--- src/rtl/rf_writeback_arbiter_if.sv ---
`default_nettype none
// ============================================================================
// Module      : rf_writeback_arbiter_if
// Description : ALU/LSU writeback handshakes, load issue, decode queries and
//               register-file write port of the writeback arbiter.
// Revision    : 1.0 - initial release
// ============================================================================
interface rf_writeback_arbiter_if;
    logic        alu_valid;
    logic        alu_ready;
    logic [4:0]  alu_rd;
    logic [31:0] alu_data;
    logic        lsu_valid;
    logic        lsu_ready;
    logic [4:0]  lsu_rd;
    logic [31:0] lsu_data;
    logic        issue_valid;
    logic [4:0]  issue_rd;
    logic [4:0]  q1_addr;
    logic [4:0]  q2_addr;
    logic        q1_busy;
    logic        q2_busy;
    logic        q1_byp;
    logic        q2_byp;
    logic [31:0] byp_data;
    logic        rf_we;
    logic [4:0]  rf_a3;
    logic [31:0] rf_wd;

    modport slave (
        input  alu_valid, alu_rd, alu_data,
        input  lsu_valid, lsu_rd, lsu_data,
        input  issue_valid, issue_rd, q1_addr, q2_addr,
        output alu_ready, lsu_ready,
        output q1_busy, q2_busy, q1_byp, q2_byp, byp_data,
        output rf_we, rf_a3, rf_wd
    );

    modport master (
        output alu_valid, alu_rd, alu_data,
        output lsu_valid, lsu_rd, lsu_data,
        output issue_valid, issue_rd, q1_addr, q2_addr,
        input  alu_ready, lsu_ready,
        input  q1_busy, q2_busy, q1_byp, q2_byp, byp_data,
        input  rf_we, rf_a3, rf_wd
    );
endinterface
`default_nettype wire

--- src/rtl/rf_writeback_arbiter.sv ---
`default_nettype none
// ============================================================================
// Module      : rf_writeback_arbiter
// Description : Register-file write-port arbiter: ALU results vs buffered load
//               results, load busy scoreboard and same-cycle write bypass.
// Revision    : 1.0 - initial release
// ============================================================================
module rf_writeback_arbiter #(
    parameter int LSU_FIFO_DEPTH = 2,
    parameter int STARVE_MAX     = 4
) (
    input  logic                  clk,
    input  logic                  rst_n,
    rf_writeback_arbiter_if.slave bus
);
    localparam int c_ptr_w = (LSU_FIFO_DEPTH > 1) ? $clog2(LSU_FIFO_DEPTH) : 1;
    localparam int c_cnt_w = $clog2(LSU_FIFO_DEPTH + 1);
    localparam int c_stv_w = $clog2(STARVE_MAX + 1);
    localparam logic [c_cnt_w-1:0] c_full     = c_cnt_w'(LSU_FIFO_DEPTH);
    localparam logic [c_stv_w-1:0] c_stv_max  = c_stv_w'(STARVE_MAX);

    logic [4:0]          fifo_rd_q   [LSU_FIFO_DEPTH];
    logic [31:0]         fifo_data_q [LSU_FIFO_DEPTH];
    logic [c_ptr_w-1:0]  wr_ptr_q, wr_ptr_d;
    logic [c_ptr_w-1:0]  rd_ptr_q, rd_ptr_d;
    logic [c_cnt_w-1:0]  count_q, count_d;
    logic [c_stv_w-1:0]  stv_q, stv_d;
    logic                we_q, we_d;
    logic                ld_q, ld_d;
    logic [4:0]          a3_q, a3_d;
    logic [31:0]         wd_q, wd_d;
    logic [31:0]         busy_q, busy_d;

    logic                w_full;
    logic                w_nonempty;
    logic                w_alu_ready;
    logic                w_alu_win;
    logic                w_push;
    logic                w_pop;
    logic                w_sel;
    logic [4:0]          w_sel_rd;
    logic [31:0]         w_sel_data;

    always_comb begin
        w_full      = (count_q == c_full);
        w_nonempty  = (count_q != '0);
        // Throttle the ALU once the waiting head has lost STARVE_MAX times.
        w_alu_ready = !(w_nonempty && (stv_q == c_stv_max));
        w_alu_win   = bus.alu_valid && w_alu_ready;
        w_pop       = !w_alu_win && w_nonempty;
        w_push      = bus.lsu_valid && !w_full;
        w_sel       = w_alu_win || w_pop;
        w_sel_rd    = w_alu_win ? bus.alu_rd   : fifo_rd_q[rd_ptr_q];
        w_sel_data  = w_alu_win ? bus.alu_data : fifo_data_q[rd_ptr_q];
    end

    always_comb begin
        wr_ptr_d = wr_ptr_q;
        rd_ptr_d = rd_ptr_q;
        count_d  = count_q;
        stv_d    = stv_q;
        if (w_push) begin
            wr_ptr_d = wr_ptr_q + c_ptr_w'(1);
        end
        if (w_pop) begin
            rd_ptr_d = rd_ptr_q + c_ptr_w'(1);
        end
        if (w_push && !w_pop) begin
            count_d = count_q + c_cnt_w'(1);
        end else if (!w_push && w_pop) begin
            count_d = count_q - c_cnt_w'(1);
        end
        if (!w_nonempty || w_pop) begin
            stv_d = '0;
        end else if (w_alu_win) begin
            stv_d = stv_q + c_stv_w'(1);
        end
    end

    // x0 targets are consumed and still move A3/WD, but never raise WE.
    always_comb begin
        we_d = w_sel && (w_sel_rd != 5'd0);
        ld_d = w_pop;
        a3_d = w_sel ? w_sel_rd   : a3_q;
        wd_d = w_sel ? w_sel_data : wd_q;
    end

    // Clear on load commit first so a same-cycle re-issue keeps the bit set.
    always_comb begin
        busy_d = busy_q;
        if (we_q && ld_q) begin
            busy_d[a3_q] = 1'b0;
        end
        if (bus.issue_valid && (bus.issue_rd != 5'd0)) begin
            busy_d[bus.issue_rd] = 1'b1;
        end
        busy_d[0] = 1'b0;
    end

    always_ff @(posedge clk) begin
        if (w_push) begin
            fifo_rd_q[wr_ptr_q]   <= bus.lsu_rd;
            fifo_data_q[wr_ptr_q] <= bus.lsu_data;
        end
    end

    always_ff @(posedge clk or negedge rst_n) begin
        if (!rst_n) begin
            wr_ptr_q <= '0;
            rd_ptr_q <= '0;
            count_q  <= '0;
            stv_q    <= '0;
            we_q     <= 1'b0;
            ld_q     <= 1'b0;
            a3_q     <= 5'd0;
            wd_q     <= 32'd0;
            busy_q   <= 32'd0;
        end else begin
            wr_ptr_q <= wr_ptr_d;
            rd_ptr_q <= rd_ptr_d;
            count_q  <= count_d;
            stv_q    <= stv_d;
            we_q     <= we_d;
            ld_q     <= ld_d;
            a3_q     <= a3_d;
            wd_q     <= wd_d;
            busy_q   <= busy_d;
        end
    end

    assign bus.alu_ready = w_alu_ready;
    assign bus.lsu_ready = !w_full;
    assign bus.rf_we     = we_q;
    assign bus.rf_a3     = a3_q;
    assign bus.rf_wd     = wd_q;
    assign bus.byp_data  = wd_q;
    assign bus.q1_busy   = busy_q[bus.q1_addr];
    assign bus.q2_busy   = busy_q[bus.q2_addr];
    assign bus.q1_byp    = we_q && (a3_q == bus.q1_addr) && (bus.q1_addr != 5'd0);
    assign bus.q2_byp    = we_q && (a3_q == bus.q2_addr) && (bus.q2_addr != 5'd0);

endmodule
`default_nettype wire
--- src/flat_wrapper.sv ---
// flat-port wrapper written by rule: the top's interface ports become plain ports
module rf_writeback_arbiter_flat 
#(
    parameter int LSU_FIFO_DEPTH = 2,
    parameter int STARVE_MAX     = 4
)
  (clk, rst_n, bus_alu_valid, bus_alu_rd, bus_alu_data, bus_lsu_valid, bus_lsu_rd, bus_lsu_data, bus_issue_valid, bus_issue_rd, bus_q1_addr, bus_q2_addr, bus_alu_ready, bus_lsu_ready, bus_q1_busy, bus_q2_busy, bus_q1_byp, bus_q2_byp, bus_byp_data, bus_rf_we, bus_rf_a3, bus_rf_wd);
  rf_writeback_arbiter_if bus_i ();
  input  logic clk;
  input  logic rst_n;
  input wire logic [$bits(bus_i.alu_valid)-1:0] bus_alu_valid;
  input wire logic [$bits(bus_i.alu_rd)-1:0] bus_alu_rd;
  input wire logic [$bits(bus_i.alu_data)-1:0] bus_alu_data;
  input wire logic [$bits(bus_i.lsu_valid)-1:0] bus_lsu_valid;
  input wire logic [$bits(bus_i.lsu_rd)-1:0] bus_lsu_rd;
  input wire logic [$bits(bus_i.lsu_data)-1:0] bus_lsu_data;
  input wire logic [$bits(bus_i.issue_valid)-1:0] bus_issue_valid;
  input wire logic [$bits(bus_i.issue_rd)-1:0] bus_issue_rd;
  input wire logic [$bits(bus_i.q1_addr)-1:0] bus_q1_addr;
  input wire logic [$bits(bus_i.q2_addr)-1:0] bus_q2_addr;
  output wire logic [$bits(bus_i.alu_ready)-1:0] bus_alu_ready;
  output wire logic [$bits(bus_i.lsu_ready)-1:0] bus_lsu_ready;
  output wire logic [$bits(bus_i.q1_busy)-1:0] bus_q1_busy;
  output wire logic [$bits(bus_i.q2_busy)-1:0] bus_q2_busy;
  output wire logic [$bits(bus_i.q1_byp)-1:0] bus_q1_byp;
  output wire logic [$bits(bus_i.q2_byp)-1:0] bus_q2_byp;
  output wire logic [$bits(bus_i.byp_data)-1:0] bus_byp_data;
  output wire logic [$bits(bus_i.rf_we)-1:0] bus_rf_we;
  output wire logic [$bits(bus_i.rf_a3)-1:0] bus_rf_a3;
  output wire logic [$bits(bus_i.rf_wd)-1:0] bus_rf_wd;
  assign bus_i.alu_valid = bus_alu_valid;
  assign bus_i.alu_rd = bus_alu_rd;
  assign bus_i.alu_data = bus_alu_data;
  assign bus_i.lsu_valid = bus_lsu_valid;
  assign bus_i.lsu_rd = bus_lsu_rd;
  assign bus_i.lsu_data = bus_lsu_data;
  assign bus_i.issue_valid = bus_issue_valid;
  assign bus_i.issue_rd = bus_issue_rd;
  assign bus_i.q1_addr = bus_q1_addr;
  assign bus_i.q2_addr = bus_q2_addr;
  assign bus_alu_ready = bus_i.alu_ready;
  assign bus_lsu_ready = bus_i.lsu_ready;
  assign bus_q1_busy = bus_i.q1_busy;
  assign bus_q2_busy = bus_i.q2_busy;
  assign bus_q1_byp = bus_i.q1_byp;
  assign bus_q2_byp = bus_i.q2_byp;
  assign bus_byp_data = bus_i.byp_data;
  assign bus_rf_we = bus_i.rf_we;
  assign bus_rf_a3 = bus_i.rf_a3;
  assign bus_rf_wd = bus_i.rf_wd;
  rf_writeback_arbiter #(.LSU_FIFO_DEPTH(LSU_FIFO_DEPTH), .STARVE_MAX(STARVE_MAX)) u_core (.clk(clk), .rst_n(rst_n), .bus(bus_i));
endmodule
--- config.mk ---
export PLATFORM = sky130hd
export DESIGN_NAME = rf_writeback_arbiter_flat
export DESIGN_NICKNAME = d
export VERILOG_FILES = /design/src/rtl/rf_writeback_arbiter_if.sv /design/src/rtl/rf_writeback_arbiter.sv /design/src/flat_wrapper.sv
export SDC_FILE = /design/constraint.sdc
export NUM_CORES = 1
export LEC_CHECK = 0
export CORE_MARGIN = 2
export CORE_UTILIZATION = 40
export DETAILED_ROUTE_END_ITERATION = 10
export PLACE_DENSITY = 0.67
export SYNTH_ARGS = -nofsm -noshare
export SYNTH_HDL_FRONTEND = slang
export SYNTH_SLANG_ARGS = --single-unit
--- constraint.sdc ---
create_clock -name clk -period 7.1 [get_ports clk]
set_input_delay 1.42 -clock clk [delete_from_list [all_inputs] [get_ports clk]]
set_output_delay 1.42 -clock clk [all_outputs]
set_load 0.005 [all_outputs]
# Word-level counts from Yosys, hierarchy flattened
# Memories as Yosys holds them, arrays and structs flattened.
# Cells that the tools add are included.
# classes
add_sub_neg	5
n_lt_le_gt_ge	6
n_eq_ne	4
mux	18
bitwise	3
n_reduce_logical	30
# op_table
operator	n
2-to-1 mux 32 bit	3
bitwise AND 32 bit	1
inverter 32 bit	1
OR 32 bit	1
< comparator 5 x 6 -> 1 bit, second input constant	4
nonzero test 5 bit	4
logical AND 1 bit	15
binary-select mux 1 bit (select 5 bit)	2
demux 1 bit (select 5 bit)	2
equality test 5 bit	2
>= comparator 5 x 1 -> 1 bit, second input constant	2
zero test 1 bit	6
2-to-1 mux 1 bit	6
2-to-1 mux 3 bit	2
nonzero test 2 bit	3
2-to-1 mux 5 bit	1
2-to-1 mux 2 bit	2
adder 3 x 1 -> 3 bit, second input constant	1
equality test 3 bit, second input constant	1
adder 1 bit, second input constant	2
adder 2 x 1 -> 2 bit, second input constant	1
equality test 2 bit, second input constant	1
logical OR 1 bit	2
subtractor 2 x 1 -> 2 bit, second input constant	1
# totals
ff_bits	77
mem_bits_rw	74
input_bits	94
out_inout_bits	76
elab_cells	77
n_memories	2
# mem_list
name	words	word_bits	read_ports	rd_clocked_by_memory_dff	write_ports	line	rtl
u_core.fifo_data_q	2	32	1	0	1	rf_writeback_arbiter.sv:23	logic [31:0] fifo_data_q [LSU_FIFO_DEPTH];
u_core.fifo_rd_q	2	5	1	0	1	rf_writeback_arbiter.sv:22	logic [4:0] fifo_rd_q [LSU_FIFO_DEPTH];

# Depth between registers and ports, before layout
# Gate-level depths: netlist of the first run.
# logic_depth
word_depth	9
depth_mapped	10
mapped_depth_nobuf	9

# Least setup slack after synthesis of the first run
# OpenSTA, ideal clock, no wires.
# synth_path
path_type	input -> output
start	in bus_q1_addr[0]
end	out bus_q1_busy
arrival_ns	2.445
t_required_ns	5.680
slack_ns	3.235
cell_stages	5
path_buffers	1
path_cell_list	buf_2 mux4_2 nand2b_1 o211ai_1 nand4_1
# synth_via
elab_chain_len	2
# synth_rtl
element	line	rtl
from (decl)	flat_wrapper.sv:19	input wire logic [$bits(bus_i.q1_addr)-1:0] bus_q1_addr;
binary-select mux 1 bit (select 5 bit)	rf_writeback_arbiter.sv:137	assign bus.q1_busy = busy_q[bus.q1_addr];
2-to-1 mux 1 bit (not written as such)	rf_writeback_arbiter.sv:137	
to (decl)	flat_wrapper.sv:23	output wire logic [$bits(bus_i.q1_busy)-1:0] bus_q1_busy;
# No other way between the ends. The select of a mux whose other input is x is not followed.

# Worst setup path in the final report of the first run
# Same ends and word-level chain as after synthesis.

==> run_results.csv, run 1 <==
group,metric,value,unit
run_status,status,"completed",
grt,track_usage,19.2,%
setup_path,critical_path.max_stage_delay,740,ps
yosys,yosysUniqueCellTypes,42,
finish,finalInstanceArea,8980,um2
yosys,syn_nets,642,
yosys,synthFlopType,"dfrtp_1",
yosys,yosys.area.top_type_share,32.4,%
sta,period_minus_slack,5010,ps
yosys,ys_top_cells_by_count,"o21ai_0, dfrtp_1, edfxtp_1",
sta,finalSetupViolCount,0,
clock_network,cts_root_buffer,"clkbuf_16",
floorplan,die_h,135,um
clock_network,htree_levels,4,
sta,slew_violations,0,
drt,wl_per_cell,18.8,um
setup_path,cp.arrival,3590,ps
placement,place.gp.congestion,0.812,
finish,nets,768,
sta,finalSetupTns,0,ps
setup_path,crit_path_max_fanout,8,
clock_network,ctsHoldBuffers,0,
clock_network,cts_tree,"yes",
setup_path,cp.required,5680,ps
sta,max_freq,0.200,GHz
sta,grt_setup_unrepaired,"no",
yosys,synth_edf_count,74,
placement,port_buffers,169,
power_and_ir_drop,irDropWorstVdd,0.202,mV
placement,place_hpwl,12000,um
setup_path,path_common_cell,"clkdlybuf4s50_1",
sta,period_share,70.6,%
clock_network,clk_pin_slew_worst_paths,60,ps
clock_network,numCtsBuffers,17,
setup_path,slowest_stage,"clkdlybuf4s50_1",
drt,drt_iter0_drc,257,
yosys,ys_ff_latch,151,
placement,dp.cells,872,
sta,worst_slew_pin_slew,1110,ps
clock_network,cts-resized-gates,0,
setup_path,path_cells,"clkdlybuf4s50_1 > mux4_2 > nand2b_1 > o2111ai_1 > nand4_1 > clkdlybuf4s50_1",
grt,grt-ovfl-total,0,
power_and_ir_drop,p_leak,3.30,nW
clock_network,clkLatencyLatePin,420,ps
clock_network,clock_sinks,151,
floorplan,die-area,18200,um2
floorplan,rows,47,
setup_path,start_kind,"input port",
floorplan,io_pins,170,
yosys,synth.largest_area_cell,"edfxtp_1",
sta,slew_headroom,25.7,%
grt,grt_pass1_wl,27000,um
placement,dpl_cell_area,8440,um2
grt,grt_max_degree,78,
hold_path,hp-class,"reg -> reg",
finish,nFillCells,1385,
setup_path,worst_setup_path_end_kind,"output pin",
run,maxCapViolations,0,
yosys,ys_warn_count,0,
setup_path,path_class,"in -> out",
yosys,synth_area,6860,um2
yosys,syn_inst,545,
finish,fin_cells,904,
setup_path,rrSetupSlack,4700,ps
yosys,synth_area_leaders,"edfxtp_1, dfrtp_1, mux2i_1",
finish,drive_gt1_share,8.04,%
finish,areaGrowthSynthToFinish,31.0,%
sta,skew,19.9,ps
floorplan,core-area,16600,um2
sta,finalHoldViolCount,0,
grt,grt_pass1_vias,5145,
floorplan,die_x,135,um
yosys,yosysSeqAreaShare,60.5,%
clock_network,cts_setup_buffers,0,
drt,drc,0,
yosys,synth.most_common_cell,"o21ai_0",
yosys,avgSynthCellArea,12.6,um2
drt,via_per_inst,5.44,
finish,antennaDiodeCount,0,
yosys,ys_async_sr_fraction,51.0,%
drt,num_vias,4914,
drt,drt_wl_total,17000,um
clock_network,cts_buffer_depth,2,
grt,antenna_found_initial,0,
drt,antenna_left,0,
floorplan,start_util,41.2,%
drt,drtPass1Iterations,5,
power_and_ir_drop,p_per_area,372,nW/um2
==> cells in the final DEF (no fill, tap or decap), types with 7 or more instances in the layout <==
master	instances
a21oi_1	19
a22oi_1	36
clkbuf_16	17
clkdlybuf4s50_1	168
dfrtp_1	76
edfxtp_1	74
mux2i_1	55
nand2_1	12
nand3_1	13
nand3b_1	8
nor2_1	10
nor3_1	7
o21ai_0	79
o21ai_1	20
xor2_1	8
==> flip-flops by register name, summed over array words and instances (netlist names) <==
| name | count |
|---|---|
| u_core.rd_ptr_q | 1 |
| u_core.bus.byp_data | 32 |
| u_core.fifo_rd_q | 10 |
| u_core.bus.rf_we | 1 |
| u_core.wr_ptr_q | 1 |
| u_core.stv_q | 3 |
| u_core.fifo_data_q | 64 |
| u_core.ld_q | 1 |
| u_core.count_q | 2 |
| u_core.bus.rf_a3 | 5 |
| u_core.busy_q | 31 |
==> cell families (layout without fill, tap and decap cells) <==
group / count (synthesis) / count (layout) / synth area share, %
mux: 61 / 61 / 10.0
buf+inv: 72 / 211 / 6.57
simple gates: 80 / 80 / 6.57
fa+ha+maj: 3 / 3 / 0.547
compound gates: 164 / 164 / 14.0
flops: 151 / 151 / 60.5
xor+xnor: 14 / 14 / 1.79
==> worst max-delay path, delay by kind of cell <==
kind	cells	cell delay, ps
muxes	1	560
and+or+nand+nor	2	260
AOI/OAI and AO/OA	1	140
buffers and inverters	2	1200
==> final timing paths <==
check,start,end,cells past startpoint
setup / recovery,bus_q1_addr[0],bus_q1_busy,6
max in group asynchronous,rst_n,u_core.rd_ptr_q,1
hold / removal,u_core.stv_q[0],u_core.stv_q[0],1
min in group asynchronous,rst_n,u_core.bus.byp_data[4],1
hold reg to reg,u_core.stv_q[0],u_core.stv_q[0],1
setup reg to reg,u_core.count_q[0],u_core.count_q[1],8
==> per-layer routing <==
layer / vias up / routed length (um) / GRT usage [%]
met5: - / 0 / 0
met3: 15 / 1260 / 5.78
li1: 2257 / - / -
met2: 212 / 8490 / 32.8
met1: 2430 / 7100 / 23.7
met4: 0 / 179 / 5.32
==> power by group <==
part	total (W)	leakage (nW)	switching, W	internal [W]
logic	0.00105	1.48	0.000475	0.000577
registers	0.00147	1.56	0.000249	0.00122
clock network	0.000818	0.254	0.000365	0.000453
total	0.00334	3.30	0.00109	0.00225
==> final cells by class <==
type	count	area [um2]	area share, %
clock inverter	15	118	1.31
multi-input combinational	322	2270	25.3
timing repair buffer	173	1720	19.1
tap	220	275	3.06
inverter	6	22.5	0.251
sequential	151	4150	46.2
clock buffer	17	425	4.74
==> stage by stage <==
stage / power [W] / worst slack, ps / util (%) / hold WS (ps)
after global routing: 0.00353 / 1950 / 54.0 / 502
after global placement: 0.00251 / 2120 / 50.7 / 451
after floorplan: 0.00206 / 3230 / - / 441
after CTS: 0.00337 / 2080 / 54.0 / 472
final: 0.00334 / 2090 / 54.0 / 466
after detailed placement: 0.00254 / 2090 / 50.7 / 465
Power figures use the tool's default switching activity.
==> run 2, diff against run 1 <==
--- a/config.mk
+++ b/config.mk
@@ -8,7 +8,7 @@
 export CORE_MARGIN = 2
 export CORE_UTILIZATION = 40
 export DETAILED_ROUTE_END_ITERATION = 10
-export PLACE_DENSITY = 0.67
+export PLACE_DENSITY = 0.7
 export SYNTH_ARGS = -nofsm -noshare
 export SYNTH_HDL_FRONTEND = slang
 export SYNTH_SLANG_ARGS = --single-unit
==> constraint.sdc (replaced) <==
create_clock -name clk -period 4.6 [get_ports clk]
set_input_delay 0.92 -clock clk [delete_from_list [all_inputs] [get_ports clk]]
set_output_delay 0.92 -clock clk [all_outputs]
set_load 0.005 [all_outputs]
==> run_results.csv, run 2 (synthesis gave the netlist of run 1 again) <==
group,metric,value,unit
sta,period_share,88.0,%
power_and_ir_drop,switchingPower,0.00166,W
power_and_ir_drop,swShare,32.1,%
floorplan,die-area,18200,um2
grt,grt_max_degree,78,
grt,grt_pass1_wl,27100,um
finish,nets,767,
setup_path,path_class,"in -> out",
drt,wl_per_cell,19.3,um
power_and_ir_drop,p_per_area,577,nW/um2
floorplan,core-area,16600,um2
sta,skew,8.32,ps
placement,place_hpwl,11900,um
clock_network,ctsHoldBuffers,0,
sta,worst_slew_pin_slew,1190,ps
finish,layout_common_cells,"clkdlybuf4s50_1, o21ai_0, dfrtp_1, edfxtp_1, mux2i_1",
finish,nFillCells,1376,
power_and_ir_drop,seq_power_share,45.3,%
drt,num_vias,4967,
setup_path,cp.arrival,3130,ps
setup_path,crit_path_max_fanout,8,
sta,slew_violations,0,
finish,largest_register_ffs,64,
clock_network,clkLatencyLatePin,420,ps
setup_path,path_common_cell,"clkdlybuf4s50_1",
clock_network,cts_tree,"yes",
power_and_ir_drop,irDropWorstVdd,0.331,mV
setup_path,path_cells,"clkdlybuf4s50_1 > mux4_2 > nand2b_1 > o211ai_1 > nand4_1 > clkdlybuf4s50_1",
setup_path,critical_path.max_stage_delay,710,ps
clock_network,clock_sinks,151,
placement,place.gp.congestion,0.910,
floorplan,die_x,135,um
drt,drt_iter0_drc,350,
sta,finalSetupViolCount,0,
clock_network,clk_pin_slew_worst_paths,60,ps
sta,finalHoldViolCount,0,
floorplan,die_h,135,um
drt,antenna_left,0,
power_and_ir_drop,p_int,0.00352,W
power_and_ir_drop,p_leak,3.30,nW
finish,areaGrowthSynthToFinish,30.8,%
setup_path,cp.required,3680,ps
setup_path,worst_setup_path_end_kind,"output pin",
sta,grt_setup_unrepaired,"no",
setup_path,slowest_stage,"clkdlybuf4s50_1",
finish,regMostFlops,"u_core.fifo_data_q",
finish,antennaDiodeCount,0,
clock_network,cts_buffer_depth,2,
clock_network,cts_setup_buffers,0,
grt,grt_pass1_vias,5174,
run_status,status,"completed",
power_and_ir_drop,power_frac_clock,24.6,%
sta,max_freq,0.247,GHz
setup_path,start_kind,"input port",
grt,grt-ovfl-total,0,
sta,finalSetupTns,0,ps
floorplan,io_pins,170,
floorplan,start_util,41.2,%
floorplan,rows,47,
clock_network,cts_root_buffer,"clkbuf_16",
placement,port_buffers,169,
grt,track_usage,19.4,%
drt,via_per_inst,5.50,
hold_path,hp-class,"reg -> reg",
finish,drive_gt1_share,7.47,%
clock_network,numCtsBuffers,17,
clock_network,cts-resized-gates,0,
finish,layout_commonest_cell,"clkdlybuf4s50_1",
drt,drtPass1Iterations,5,
power_and_ir_drop,fin_total_pwr,0.00518,W
clock_network,htree_levels,4,
sta,slew_headroom,20.4,%
power_and_ir_drop,combPwrFrac,30.1,%
sta,period_minus_slack,4050,ps
drt,drc,0,
grt,antenna_found_initial,0,
drt,drt_wl_total,17400,um
run,maxCapViolations,0,
-- run 2: area by class of cell --
class | instances | area [um2] | area share, %
multi-input combinational | 322 | 2270 | 25.3
clock inverter | 13 | 106 | 1.19
sequential | 151 | 4150 | 46.3
inverter | 6 | 22.5 | 0.251
timing repair buffer | 172 | 1710 | 19.1
tap | 220 | 275 | 3.07
clock buffer | 19 | 433 | 4.82
-- run 2: final timing paths --
path | depth (start not counted) | to | from | slack [ps]
setup / recovery | 6 | bus_q2_busy | bus_q2_addr[0] | 550
hold / removal | 1 | u_core.stv_q[0] | u_core.stv_q[0] | 500
setup reg to reg | 8 | u_core.count_q[1] | u_core.count_q[0] | 2190
hold reg to reg | 1 | u_core.stv_q[0] | u_core.stv_q[0] | 500
max in group asynchronous | 1 | u_core.rd_ptr_q | rst_n | 3200
min in group asynchronous | 1 | u_core.busy_q[17] | rst_n | 670
-- run 2: per-stage QoR --
step / area [um2] / hold WS, ps / worst slack [ps] / std cells / utilization [%]
finish: 8970 / 501 / 554 / 903 / 53.9
global route: 8970 / 546 / 477 / 903 / 53.9
CTS: 8970 / 503 / 557 / 903 / 53.9
detailed placement: 8430 / 492 / 560 / 871 / 50.7
global placement: 8430 / 452 / 626 / 871 / 50.7
floorplan: 6860 / 441 / 1600 / 545 / -
-- run 2: critical path: cells and delay by family --
kind,cells,cell delay [ps]
AO/OA/AOI/OAI,1,160
buffers and inverters,2,1190
multiplexers,1,550
AND/OR/NAND/NOR,2,310
-- run 2: metal layers --
layer / share of wire [%] / GRT usage (%) / vias up
met4: 0.44 / 5.38 / 0
met2: 51 / 32.9 / 216
met3: 8.0 / 6.87 / 9
li1: - / - / 2254
met1: 41 / 23.5 / 2488
met5: 0 / 0 / -
-- run 2: power groups by stage --
stage	Sequential (W)	Clock, W	Combinational, W
6_report	0.00234	0.00127	0.00156
2_1_floorplan	0.00211	0	0.00106
3_5_place_dp	0.00236	0	0.00156
3_3_place_gp	0.00233	0	0.00153
5_1_grt	0.00240	0.00136	0.00170
4_1_cts	0.00234	0.00129	0.00157
==> patch: new RTL, settings of run 2 <==
`LSU_FIFO_DEPTH` is set to 2 in 2 places; all go to 4.
--- a/src/rtl/rf_writeback_arbiter.sv
+++ b/src/rtl/rf_writeback_arbiter.sv
@@ -7,5 +7,5 @@
 // ============================================================================
 module rf_writeback_arbiter #(
-    parameter int LSU_FIFO_DEPTH = 2,
+    parameter int LSU_FIFO_DEPTH = 4,
     parameter int STARVE_MAX     = 4
 ) (
--- a/src/flat_wrapper.sv
+++ b/src/flat_wrapper.sv
@@ -2,5 +2,5 @@
 module rf_writeback_arbiter_flat 
 #(
-    parameter int LSU_FIFO_DEPTH = 2,
+    parameter int LSU_FIFO_DEPTH = 4,
     parameter int STARVE_MAX     = 4
 )
Behaviour: not the same (Yosys sat finds a counterexample within 4 cycles, from zero or initial values and one cycle with rst_n low).
==> patch against run 2 <==
  * Die area rose by 41%
  * Final area rose by 38%
  * Total power is 47% higher
  * Worst setup slack got worse by 0.19 ns
  * Global-route usage shrank 3.1 points
  * Sequential cell count up 77
  * Count of clock-buffer cells in the layout up 8
  * Sequential power up 43%
  * Area after synthesis increased by 43%
  * Routed wire length grew 20%
  * Largest cell class unchanged
==> patch: results (changes against run 2) <==
Final layout
  • Fillers: 2044 (+49%)
  • Non-Filler Instances: 1105 (+22%)
  • Clk cell area share: 6.69% (+0.68 points)
  • CLK BUF: 27 (+8)
  • Register area: 6450 sq um (+55%)
  • Non-clock buffer share: 14.0% (-5.0 points)

Pwr
  • VDD IR-drop max: 280 uV (-15%)
  • Int Pwr: 5.39 mW (+53%)

Logic synthesis
  • Prevailing post-synth register cell: edfxtp_1
  • Flops & latches, synth: 228 (+51%)
  • Top cells by area, synth: edfxtp_1, dfrtp_1, mux4_2
  • Mapped cell area: 9780 sq um (+43%)

Setup path
  • Crit path max fanout: 9 (+1)
  • Reg-to-reg slack, setup: 2.10 ns (-0.09 ns)
  • Crit path max-delay cell type: mux4_2
  • Crit path max-delay family: multiplexers

Clock network
  • Maximum level of the CTS H-tree: 1 (-3)
  • Clock latency on the worst-skew pair: 0.51 ns (+0.09 ns)
  • TritonCTS Buffers: 25 (+8)

Global route
  • First-pass GRT wire length: 33.1 mm (+22%)
  • Gr usage total: 16.3% (-3.1 points)
  • Initial antenna violation count: 2 (+2)

STA
  • Fmax: 0.236 GHz (-4.5%)
  • Max_slew headroom: 30.2% (+9.8 points)

Drt
  • Initial DRC count: 268 (-23%)

Outcome
  • Status: finished, final reports clean

Worst hold path
  • Hold Crit Class: in -> async

Placed design
  • Cell Area, Placed: 11600 sq um (+37%)
  • Gp weighted congestion: 0.861 (-5.4%)
==> patch: cell types whose count changed after synthesis, moves of 5 or more <==
cell and change:
o21ai_0 +17, a22oi_1 -36, clkbuf_1 +8, nand2_1 +29
o21ai_1 -20, a21oi_1 -13, edfxtp_1 +74, mux4_2 +49
mux2i_1 -16, nand3_1 -6, buf_2 -9, nand2b_1 -5
==> patch: worst paths after layout <==
kind                                        startpoint  cells after the start                             end
setup reg to reg           u_core.stv_q[0]$_DFFE_PN0P_                     10   u_core.count_q[1]$_DFFE_PN0P_
max in group asynchronous                        rst_n                      2  u_core.rd_ptr_q[1]$_DFFE_PN0P_
hold / removal                                   rst_n                      1     u_core.busy_q[17]$_DFF_PN0_
min in group clk           u_core.stv_q[0]$_DFFE_PN0P_                      1     u_core.stv_q[0]$_DFFE_PN0P_
hold reg to reg            u_core.stv_q[0]$_DFFE_PN0P_                      1     u_core.stv_q[0]$_DFFE_PN0P_
setup / recovery                        bus_q1_addr[0]                      6                     bus_q1_busy
==> patch: cell families (layout without fill, tap and decap cells) <==
group / Yosys count / after routing / share of synthesized area [%]
other cells: 0 / 2 / 0
mux: 98 / 98 / 17.1
fa+ha+maj: 8 / 8 / 1.10
simple gates: 94 / 94 / 4.83
flops: 228 / 228 / 65.9
buf+inv: 68 / 230 / 4.12
compound gates: 106 / 106 / 5.54
xor+xnor: 15 / 15 / 1.34
==> patch: metal layers <==
layer / global-route usage [%] / vias up / routed length [um]
met5: 0 / - / 0
met4: 3.11 / 0 / 221
met3: 4.44 / 20 / 1640
met2: 27.9 / 189 / 10300
met1: 21.2 / 2904 / 8730
li1: - / 2636 / -
